[src/rtl/srsw_fifo_pkg.sv]
// Shared sizing helpers and types for the srsw FIFO controller and its
// output skid buffer.
package srsw_fifo_pkg;

  localparam int unsigned DEF_DATA_WIDTH = 32;
  localparam int unsigned DEF_ADDR_WIDTH = 2;

  // RAM depth for a given address width.
  function automatic int unsigned fifo_depth(input int unsigned addr_width);
    return 32'd1 << addr_width;
  endfunction

  localparam int unsigned DEF_DEPTH   = fifo_depth(DEF_ADDR_WIDTH);
  // Pointers carry one extra bit so that full and empty can be told apart.
  localparam int unsigned PTR_WIDTH   = DEF_ADDR_WIDTH + 1;
  // Occupancy reaches DEPTH + 2 (RAM plus two buffered words), hence +2 bits.
  localparam int unsigned CNT_WIDTH   = DEF_ADDR_WIDTH + 2;
  localparam int unsigned BUF_ENTRIES = 2;

  typedef logic [PTR_WIDTH-1:0] ptr_t;
  typedef logic [1:0]           bcnt_t;

endpackage

[src/rtl/srsw_skid_buf.sv]
// Two-entry output buffer fed by RAM read data. Push lands at the tail, pop
// retires the head; a push and a pop in the same cycle leave the count alone.
module srsw_skid_buf
  import srsw_fifo_pkg::*;
#(
  parameter int unsigned DATA_WIDTH = DEF_DATA_WIDTH
) (
  input  logic                  clock,
  input  logic                  reset_n,
  input  logic                  push,
  input  logic [DATA_WIDTH-1:0] push_data,
  input  logic                  pop,
  output bcnt_t                 bcnt,
  output logic                  out_valid,
  output logic [DATA_WIDTH-1:0] out_data
);

  logic [DATA_WIDTH-1:0] entry0;
  logic [DATA_WIDTH-1:0] entry1;
  logic                  bhead;
  logic                  tail;
  logic                  do_pop;

  assign out_valid = (bcnt != 2'd0);
  assign do_pop    = pop & out_valid;
  // Tail sits bcnt slots past the head; with two slots only bcnt[0] matters.
  assign tail      = bhead ^ bcnt[0];
  assign out_data  = bhead ? entry1 : entry0;

  // Storage, head index and occupancy; entries are cleared so nothing stale
  // can be presented after a reset.
  always_ff @(posedge clock or negedge reset_n) begin
    if (!reset_n) begin
      entry0 <= '0;
      entry1 <= '0;
      bhead  <= 1'b0;
      bcnt   <= 2'd0;
    end else begin
      if (push) begin
        if (tail) entry1 <= push_data;
        else      entry0 <= push_data;
      end
      if (do_pop) bhead <= ~bhead;
      case ({push, do_pop})
        2'b10:   bcnt <= bcnt + 2'd1;
        2'b01:   bcnt <= bcnt - 2'd1;
        default: bcnt <= bcnt;
      endcase
    end
  end

endmodule

[src/rtl/srsw_fifo_ctrl.sv]
// FIFO controller wrapped around an external single-read/single-write RAM with
// a one-cycle registered read. Words are prefetched from the RAM into a
// two-entry skid buffer so the output side can sustain one word per cycle.
module srsw_fifo_ctrl
  import srsw_fifo_pkg::*;
#(
  parameter int unsigned DATA_WIDTH = DEF_DATA_WIDTH,
  parameter int unsigned ADDR_WIDTH = DEF_ADDR_WIDTH
) (
  input  logic                  clock,
  input  logic                  reset_n,
  input  logic                  in_valid,
  output logic                  in_ready,
  input  logic [DATA_WIDTH-1:0] in_data,
  output logic                  out_valid,
  input  logic                  out_ready,
  output logic [DATA_WIDTH-1:0] out_data,
  output logic                  mem_wen,
  output logic [ADDR_WIDTH-1:0] mem_waddr,
  output logic [DATA_WIDTH-1:0] mem_wdata,
  output logic                  mem_ren,
  output logic [ADDR_WIDTH-1:0] mem_raddr,
  input  logic [DATA_WIDTH-1:0] mem_rdata,
  output logic [ADDR_WIDTH+1:0] count
);

  localparam int unsigned       DEPTH   = fifo_depth(ADDR_WIDTH);
  localparam logic [ADDR_WIDTH:0] DEPTH_P = (ADDR_WIDTH + 1)'(DEPTH);
  localparam logic [ADDR_WIDTH:0] PTR_ONE = (ADDR_WIDTH + 1)'(1);

  logic [ADDR_WIDTH:0] wptr;
  logic [ADDR_WIDTH:0] rptr;
  logic [ADDR_WIDTH:0] mem_cnt;
  logic                inflight;
  bcnt_t               bcnt;
  logic                pop;
  logic [2:0]          occ_after;

  assign mem_cnt   = wptr - rptr;

  assign in_ready  = reset_n & (mem_cnt < DEPTH_P);
  assign mem_wen   = in_valid & in_ready;
  assign mem_waddr = wptr[ADDR_WIDTH-1:0];
  assign mem_wdata = in_data;

  // Buffer plus in-flight read after this cycle's pop must leave a free slot
  // for the word being requested now, so the buffer can never overflow.
  assign pop       = out_valid & out_ready;
  assign occ_after = {1'b0, bcnt} + {2'b00, inflight} - {2'b00, pop};
  assign mem_ren   = reset_n & (mem_cnt != '0) & (occ_after < 3'd2);
  assign mem_raddr = rptr[ADDR_WIDTH-1:0];

  assign count = reset_n
               ? ({1'b0, mem_cnt} + (ADDR_WIDTH + 2)'(inflight) + (ADDR_WIDTH + 2)'(bcnt))
               : '0;

  // RAM pointers advance on each accepted write / issued read; inflight marks
  // that mem_rdata carries a word this cycle. Clearing inflight on reset drops
  // any read that was already underway.
  always_ff @(posedge clock or negedge reset_n) begin
    if (!reset_n) begin
      wptr     <= '0;
      rptr     <= '0;
      inflight <= 1'b0;
    end else begin
      if (mem_wen) wptr <= wptr + PTR_ONE;
      if (mem_ren) rptr <= rptr + PTR_ONE;
      inflight <= mem_ren;
    end
  end

  srsw_skid_buf #(
    .DATA_WIDTH (DATA_WIDTH)
  ) u_skid_buf (
    .clock     (clock),
    .reset_n   (reset_n),
    .push      (inflight),
    .push_data (mem_rdata),
    .pop       (out_ready),
    .bcnt      (bcnt),
    .out_valid (out_valid),
    .out_data  (out_data)
  );

endmodule

[config.mk]
export PLATFORM = sky130hd
export DESIGN_NAME = srsw_fifo_ctrl
export DESIGN_NICKNAME = d
export VERILOG_FILES = /design/src/rtl/srsw_fifo_pkg.sv /design/src/rtl/srsw_skid_buf.sv /design/src/rtl/srsw_fifo_ctrl.sv
export SDC_FILE = /design/constraint.sdc
export NUM_CORES = 1
export LEC_CHECK = 0
export CAP_MARGIN = 30
export CORE_MARGIN = 10
export CORE_UTILIZATION = 30
export CTS_CLUSTER_SIZE = 25
export DETAILED_ROUTE_END_ITERATION = 10
export GPL_TIMING_DRIVEN = 1
export PLACE_DENSITY = 0.62
export RECOVER_POWER = 100
export SKIP_CTS_REPAIR_TIMING = 1
export SYNTH_ARGS = -nofsm -noshare
export SYNTH_HDL_FRONTEND = slang
export SYNTH_SLANG_ARGS = --single-unit
[constraint.sdc]
create_clock -name clock -period 2.45 [get_ports clock]
set_clock_uncertainty 0.1 [all_clocks]
set_input_delay 0.49 -clock clock [delete_from_list [all_inputs] [get_ports clock]]
set_output_delay 0.49 -clock clock [all_outputs]
set_load 0.01 [all_outputs]
Yosys cells after proc, flatten, opt, wreduce, memory -nomap -nowiden
Index checks and enable logic that the tools add are counted.
{"block": "totals", "register_bits": 74, "inputBits": 68, "output_inout_bits": 76, "word_cells": 36}
{"block": "classes", "n_addsub": 9, "magnitude_cmp": 2, "eq_ne": 2, "mux": 3, "bitwise_logic": 8, "reduce_logical": 5}
{"op": "2-to-1 mux 32 bit", "count": 1}
{"op": "adder 3 x 1 -> 3 bit, second input constant", "count": 2}
{"op": "bitwise AND 1 bit", "count": 5}
{"op": "adder 3 x 1 -> 4 bit", "count": 1}
{"op": "adder 4 x 2 -> 4 bit", "count": 1}
{"op": "2-to-1 mux 4 bit", "count": 1}
{"op": "case mux 2 bit (2 select lines)", "count": 1}
{"op": "AND reduction 2 bit", "count": 2}
{"op": "nonzero test 2 bit", "count": 2}
{"op": "adder 2 x 1 -> 3 bit", "count": 1}
{"op": "< comparator 3 x 2 -> 1 bit, second input constant", "count": 1}
{"op": "< comparator 3 bit, second input constant", "count": 1}
{"op": "nonzero test 3 bit", "count": 1}
{"op": "subtractor 3 x 1 -> 3 bit", "count": 1}
{"op": "subtractor 3 bit", "count": 1}
{"op": "adder 2 x 1 -> 2 bit, second input constant", "count": 1}
{"op": "== test 2 x 1 -> 1 bit, second input constant", "count": 1}
{"op": "== test 2 bit, second input constant", "count": 1}
{"op": "inverter 1 bit", "count": 2}
{"op": "subtractor 2 x 1 -> 2 bit, second input constant", "count": 1}
{"op": "XOR 1 bit", "count": 1}

Longest topological paths before layout
{"block": "logic_depth", "depth_word": 5, "ltp_mapped": 7, "depth_no_buf": 7}

Hierarchy
Synthesis repeated with hierarchy kept, for this count alone.
{"block": "hier_totals", "cells_unflattened": 271, "area_unflattened_um2": 3922.5}
{"mod": "srsw_skid_buf", "instances": 1, "cells_each": 186, "area_each_um2": 3065.4, "seq_area_each_um2": 1676.6}
{"mod": "srsw_fifo_ctrl", "instances": 1, "cells_each": 85, "area_each_um2": 857.1, "seq_area_each_um2": 175.2}

Least setup slack after synthesis
OpenSTA, ideal clock, no wires.
{"block": "synth_timing", "kind": "register to output", "start": "reg u_skid_buf.bcnt[1]", "end": "out mem_ren", "arrival_ns": 1.872, "required_time_ns": 1.860, "setup_slack_ns": -0.012, "path_stages_with_launch": 7, "n_path_buf": 0, "path_cell_list": "dfrtp_1 and3b_1 a21oi_1 nand2b_1 fa_1 xor2_1 a211oi_4"}
{"block": "synth_via", "elab_chain_len": 5, "word_cells_on_any_way": 6, "cone_classes": "2 x add/sub; 1 x order compare; 2 x bitwise; 1 x reduce/logical"}
{"item": "from (decl)", "line": "srsw_skid_buf.sv:13", "text": "output bcnt_t bcnt,"}
{"item": "from (signal assigned)", "line": "srsw_skid_buf.sv:45", "text": "2'b10: bcnt <= bcnt + 2'd1;"}
{"item": "from (signal assigned)", "line": "srsw_skid_buf.sv:46", "text": "2'b01: bcnt <= bcnt - 2'd1;"}
{"item": "from (signal assigned)", "line": "srsw_skid_buf.sv:47", "text": "default: bcnt <= bcnt;"}
{"item": "parallel branches: the longest is 2 deep, another holds adder 2 x 1 -> 3 bit"}
{"item": "subtractor 3 x 1 -> 3 bit (*)", "line": "srsw_fifo_ctrl.sv:49", "text": "assign occ_after = {1'b0, bcnt} + {2'b00, inflight} - {2'b00, pop};"}
{"item": "< comparator 3 x 2 -> 1 bit (*)", "line": "srsw_fifo_ctrl.sv:50", "text": "assign mem_ren = reset_n & (mem_cnt != '0) & (occ_after < 3'd2);"}
{"item": "bitwise AND 1 bit (*)", "line": "srsw_fifo_ctrl.sv:50"}
{"item": "to (decl)", "line": "srsw_fifo_ctrl.sv:21", "text": "output logic mem_ren,"}
Every way passes the cells marked *.

Final worst setup path
{"block": "layout_timing", "start": "reg rptr[0]", "end": "out count[2]"}
{"block": "layout_via", "elab_chain_len": 4}
{"item": "from (decl)", "line": "srsw_fifo_ctrl.sv:32", "text": "logic [ADDR_WIDTH:0] rptr;"}
{"item": "from (signal assigned)", "line": "srsw_fifo_ctrl.sv:67", "text": "if (mem_ren) rptr <= rptr + PTR_ONE;"}
{"item": "subtractor 3 bit", "line": "srsw_fifo_ctrl.sv:39", "text": "assign mem_cnt = wptr - rptr;"}
{"item": "adder 3 x 1 -> 4 bit", "line": "srsw_fifo_ctrl.sv:54", "text": "? ({1'b0, mem_cnt} + (ADDR_WIDTH + 2)'(inflight) + (ADDR_WIDTH + 2)'(bcnt))"}
{"item": "adder 4 x 2 -> 4 bit", "line": "srsw_fifo_ctrl.sv:54"}
{"item": "2-to-1 mux 4 bit", "line": "srsw_fifo_ctrl.sv:54"}
{"item": "to (decl)", "line": "srsw_fifo_ctrl.sv:24", "text": "output logic [ADDR_WIDTH+1:0] count"}
Every way passes these cells.

==> run_results.csv <==
group,metric,value,unit
outcome,outcome,"finished, violations left",
outcome,violations,"setup timing",
grt,grt_overflow_total,0,
die,die_w,133.7,um
final_layout,fin_nets,426,
critical_path,crit_path_start,"rptr[0]",
cts,clk_pin_slew_worst_paths,0.06,ns
cts,cts.path.max_buffers,2,
cts,ctsRootBufferMaster,"clkbuf_16",
final_layout,n_antenna_cell,0,
pwr,p_sw,0.002726,W
critical_path,r2r-start,"wptr[0]",
final_layout,final_core_util,0.4084,
cts,h-tree-depth,3,
synthesis,synth_compound_area_frac,0.01290,
pwr,pwr-share-seq,0.262,
cts,clock-sinks,74,
final_layout,final_area,5154,um^2
die,rows,41,
cts,clk_latency,0.33,ns
synthesis,synth-simple-area-share,0.03806,
sta,worst_slew_pin_slew,0.4315,ns
critical_path,end_kind,"primary output",
synthesis,synth_top_area_frac,0.4774,
pwr,p_clk_frac,0.156,
synthesis,ys_types,30,
routing,drt-pass1-iter-count,3,
sta,rsz0062_at_grt,"yes",
routing,ant_nets,0,
sta,maxSlewHeadroom,0.7123,
pwr,p_comb_frac,0.583,
synthesis,synth.avg_cell_area,14.16,um^2
worst_hold_path,min_path_type,"reg2reg",
pwr,power_leakage,2.301,nW
cts,numCtsBuffers,9,
sta,fin_crit_sh,1.148,
routing,viasPerCell,4.342,
critical_path,worst-setup-path-type,"reg2out",
placed_design,pre_cts_slack,-0.9897,ns
grt,grt_pass1_vias,2692,
synthesis,yosysMostFrequentCell,"dfrtp_1",
pwr,vdd_ir_drop_max,0.7962,mV
synthesis,synth_area_leader_cell,"dfrtp_1",
synthesis,syn-num-nets,350,
die,die_area,17880,um^2
critical_path,worstReg2RegEnd,"rptr[1]",
pwr,power.total,0.008459,W
die,pin_count,144,
routing,drt_wl_total,8669,um
synthesis,synthAdderAreaFrac,0.03355,
sta,min_period,2.813,ns
synthesis,syn_area,3879,um^2
routing,num_vias,2288,
pwr,power.density,1641,nW/um^2
grt,antenna_found_initial,0,
sta,fmax,355.5,MHz
synthesis,synth.area.top_cells,"dfrtp_1 (48%), mux2_2 (19%), mux2_4 (12%)",
synthesis,seq_area_frac_synth,0.4774,
critical_path,rr_worst_depth,10,
critical_path,regToRegSetupSlack,0.01,ns
sta,slew_violations,0,
placed_design,dpl_cell_area,4732,um^2
synthesis,synthCells,274,
cts,cts_tree,"built",
sta,hold_viol,0,
placed_design,place_congestion,0.7178,
placed_design,io_buffers,79,
sta,setup_slack,-0.3630,ns
sta,fin_setup_tns,-1.587,ns
synthesis,synth_commonest_cells,"dfrtp_1 (74), mux2_2 (67), buf_4 (36), mux2_4 (31), inv_1 (6)",
final_layout,drive_gt1_frac,0.4930,
critical_path,worstPathMaxFanout,2,
grt,grt_first_pass_wirelength,13790,um
pwr,p_int,0.005733,W
flow_run,cap_violations,0,
critical_path,endpoint,"count[2]",
pwr,netSwitchingFraction,0.3223,
die,start_util,0.3074,
routing,routedWlPerCell,16.45,um
synthesis,synth_seq_cells,74,
sta,finalSetupViolCount,6,
critical_path,worstPathRequired,1.86,ns
placed_design,hpwlAfterDp,6043,um
routing,drtIter0Drc,43,
synthesis,ys_warn_count,0,
final_layout,area_delta_synth_final,32.87,%
synthesis,muxShareOfSynthArea,0.3145,
routing,drc_errors,0,
critical_path,crit_arrival,2.22,ns
die,fp.coreArea,12620,um^2
die,die_h,133.7,um
grt,grt_max_degree,35,
synthesis,ys.flop_type,"dfrtp_1",
synthesis,synth_edf_count,0,
grt,grt_usage,0.09638,
synthesis,synthArstFlopShare,1.000,
synthesis,synthXorXnorAreaFrac,0.02677,
synthesis,synth_top_family_by_area,"multiplexers",
critical_path,start_kind,"register",
layer usage:
| layer | vias up | GRT usage | wire length [um] |
|---|---|---|---|
| met5 | - | 0 | 0 |
| met4 | 0 | 0.03325 | 82 |
| li1 | 1057 | - | - |
| met3 | 13 | 0.04286 | 569 |
| met1 | 1154 | 0.1002 | 3480 |
| met2 | 64 | 0.1688 | 4537 |
through the flow:
step / std cells / hold slack (ns)
after CTS: 519 / -0.1213
after detailed placement: 503 / 0.2419
after floorplan: 274 / 0.09441
final: 527 / 0.3990
after global placement: 503 / 0.2362
after global routing: 527 / 0.4131
cells by family (layout without fill, tap and decap cells):
family / after synthesis / count (layout)
and+or+nand+nor: 24 / 24
muxes: 98 / 98
DFF: 74 / 74
AOI/OAI and AO/OA: 7 / 7
buffers and inverters: 53 / 134
adders and majority gates: 8 / 8
xor gates and xnor gates: 10 / 10
worst max-delay path, stage by stage, from the launching register on:
cell	delay, ns
dfrtp_1	0.42
ha_4	0.29
inv_2	0.04
fa_2	0.37
fa_2	0.39
xnor2_2	0.13
and2_1	0.13
buf_2	0.13
layout make-up:
cell class	count	area (um^2)
inverters	6	22.52
well taps	172	215.2
multi-input cells	147	1712
clock buffers	9	225.2
flip-flops and latches	74	1854
repair buffers	112	1049
clock inverters	7	76.32
fillers	1228	7466
state kept, by name (all words and copies together) (netlist names):
| name | flops |
|---|---|
| u_skid_buf.entry0 | 32 |
| u_skid_buf.bcnt | 2 |
| inflight | 1 |
| u_skid_buf.bhead | 1 |
| wptr | 3 |
| u_skid_buf.entry1 | 32 |
| rptr | 3 |
worst min-delay path by stage:
stage / from / cells after the start / to / slack (ns)
3_3_place_gp: reset_n / 1 / wptr[1] / 0.24
2_1_floorplan: reset_n / 0 / inflight / 0.09
5_1_grt: u_skid_buf.entry1[10] / 1 / u_skid_buf.entry1[10] / 0.41
4_1_cts: reset_n / 1 / wptr[1] / -0.12
6_report: u_skid_buf.entry1[4] / 1 / u_skid_buf.entry1[4] / 0.40
3_5_place_dp: reset_n / 1 / wptr[1] / 0.24
placed cells by master (no fill, tap or decap), types with 2 or more instances in the layout:
cell type | synthesis | final
dlymetal6s2s_1 | 0 | 3
xnor2_1 | 5 | 4
nand3_1 | 3 | 2
mux2_2 | 67 | 67
a21oi_1 | 4 | 3
xor2_1 | 4 | 3
clkdlybuf4s50_1 | 0 | 69
nand2_1 | 5 | 5
fa_2 | 0 | 3
clkbuf_16 | 0 | 10
ha_1 | 4 | 3
or2_2 | 1 | 2
nor3_1 | 2 | 2
inv_6 | 0 | 2
clkinvlp_4 | 0 | 2
dfrtp_1 | 74 | 72
o21ai_0 | 2 | 2
buf_2 | 3 | 4
inv_2 | 0 | 3
buf_4 | 36 | 29
mux2_4 | 31 | 31
inv_1 | 6 | 3
and2_1 | 3 | 2
dfrtp_2 | 0 | 2
power by group through the flow:
stage	registers, W	logic (W)	clock network (W)
2_1_floorplan	0.00215	0.00297	0
3_3_place_gp	0.00217	0.00467	0
3_5_place_dp	0.00221	0.00475	0
4_1_cts	0.00220	0.00477	0.00137
5_1_grt	0.00229	0.00535	0.00143
6_report	0.00221	0.00493	0.00132
Power figures use the tool's default switching activity.
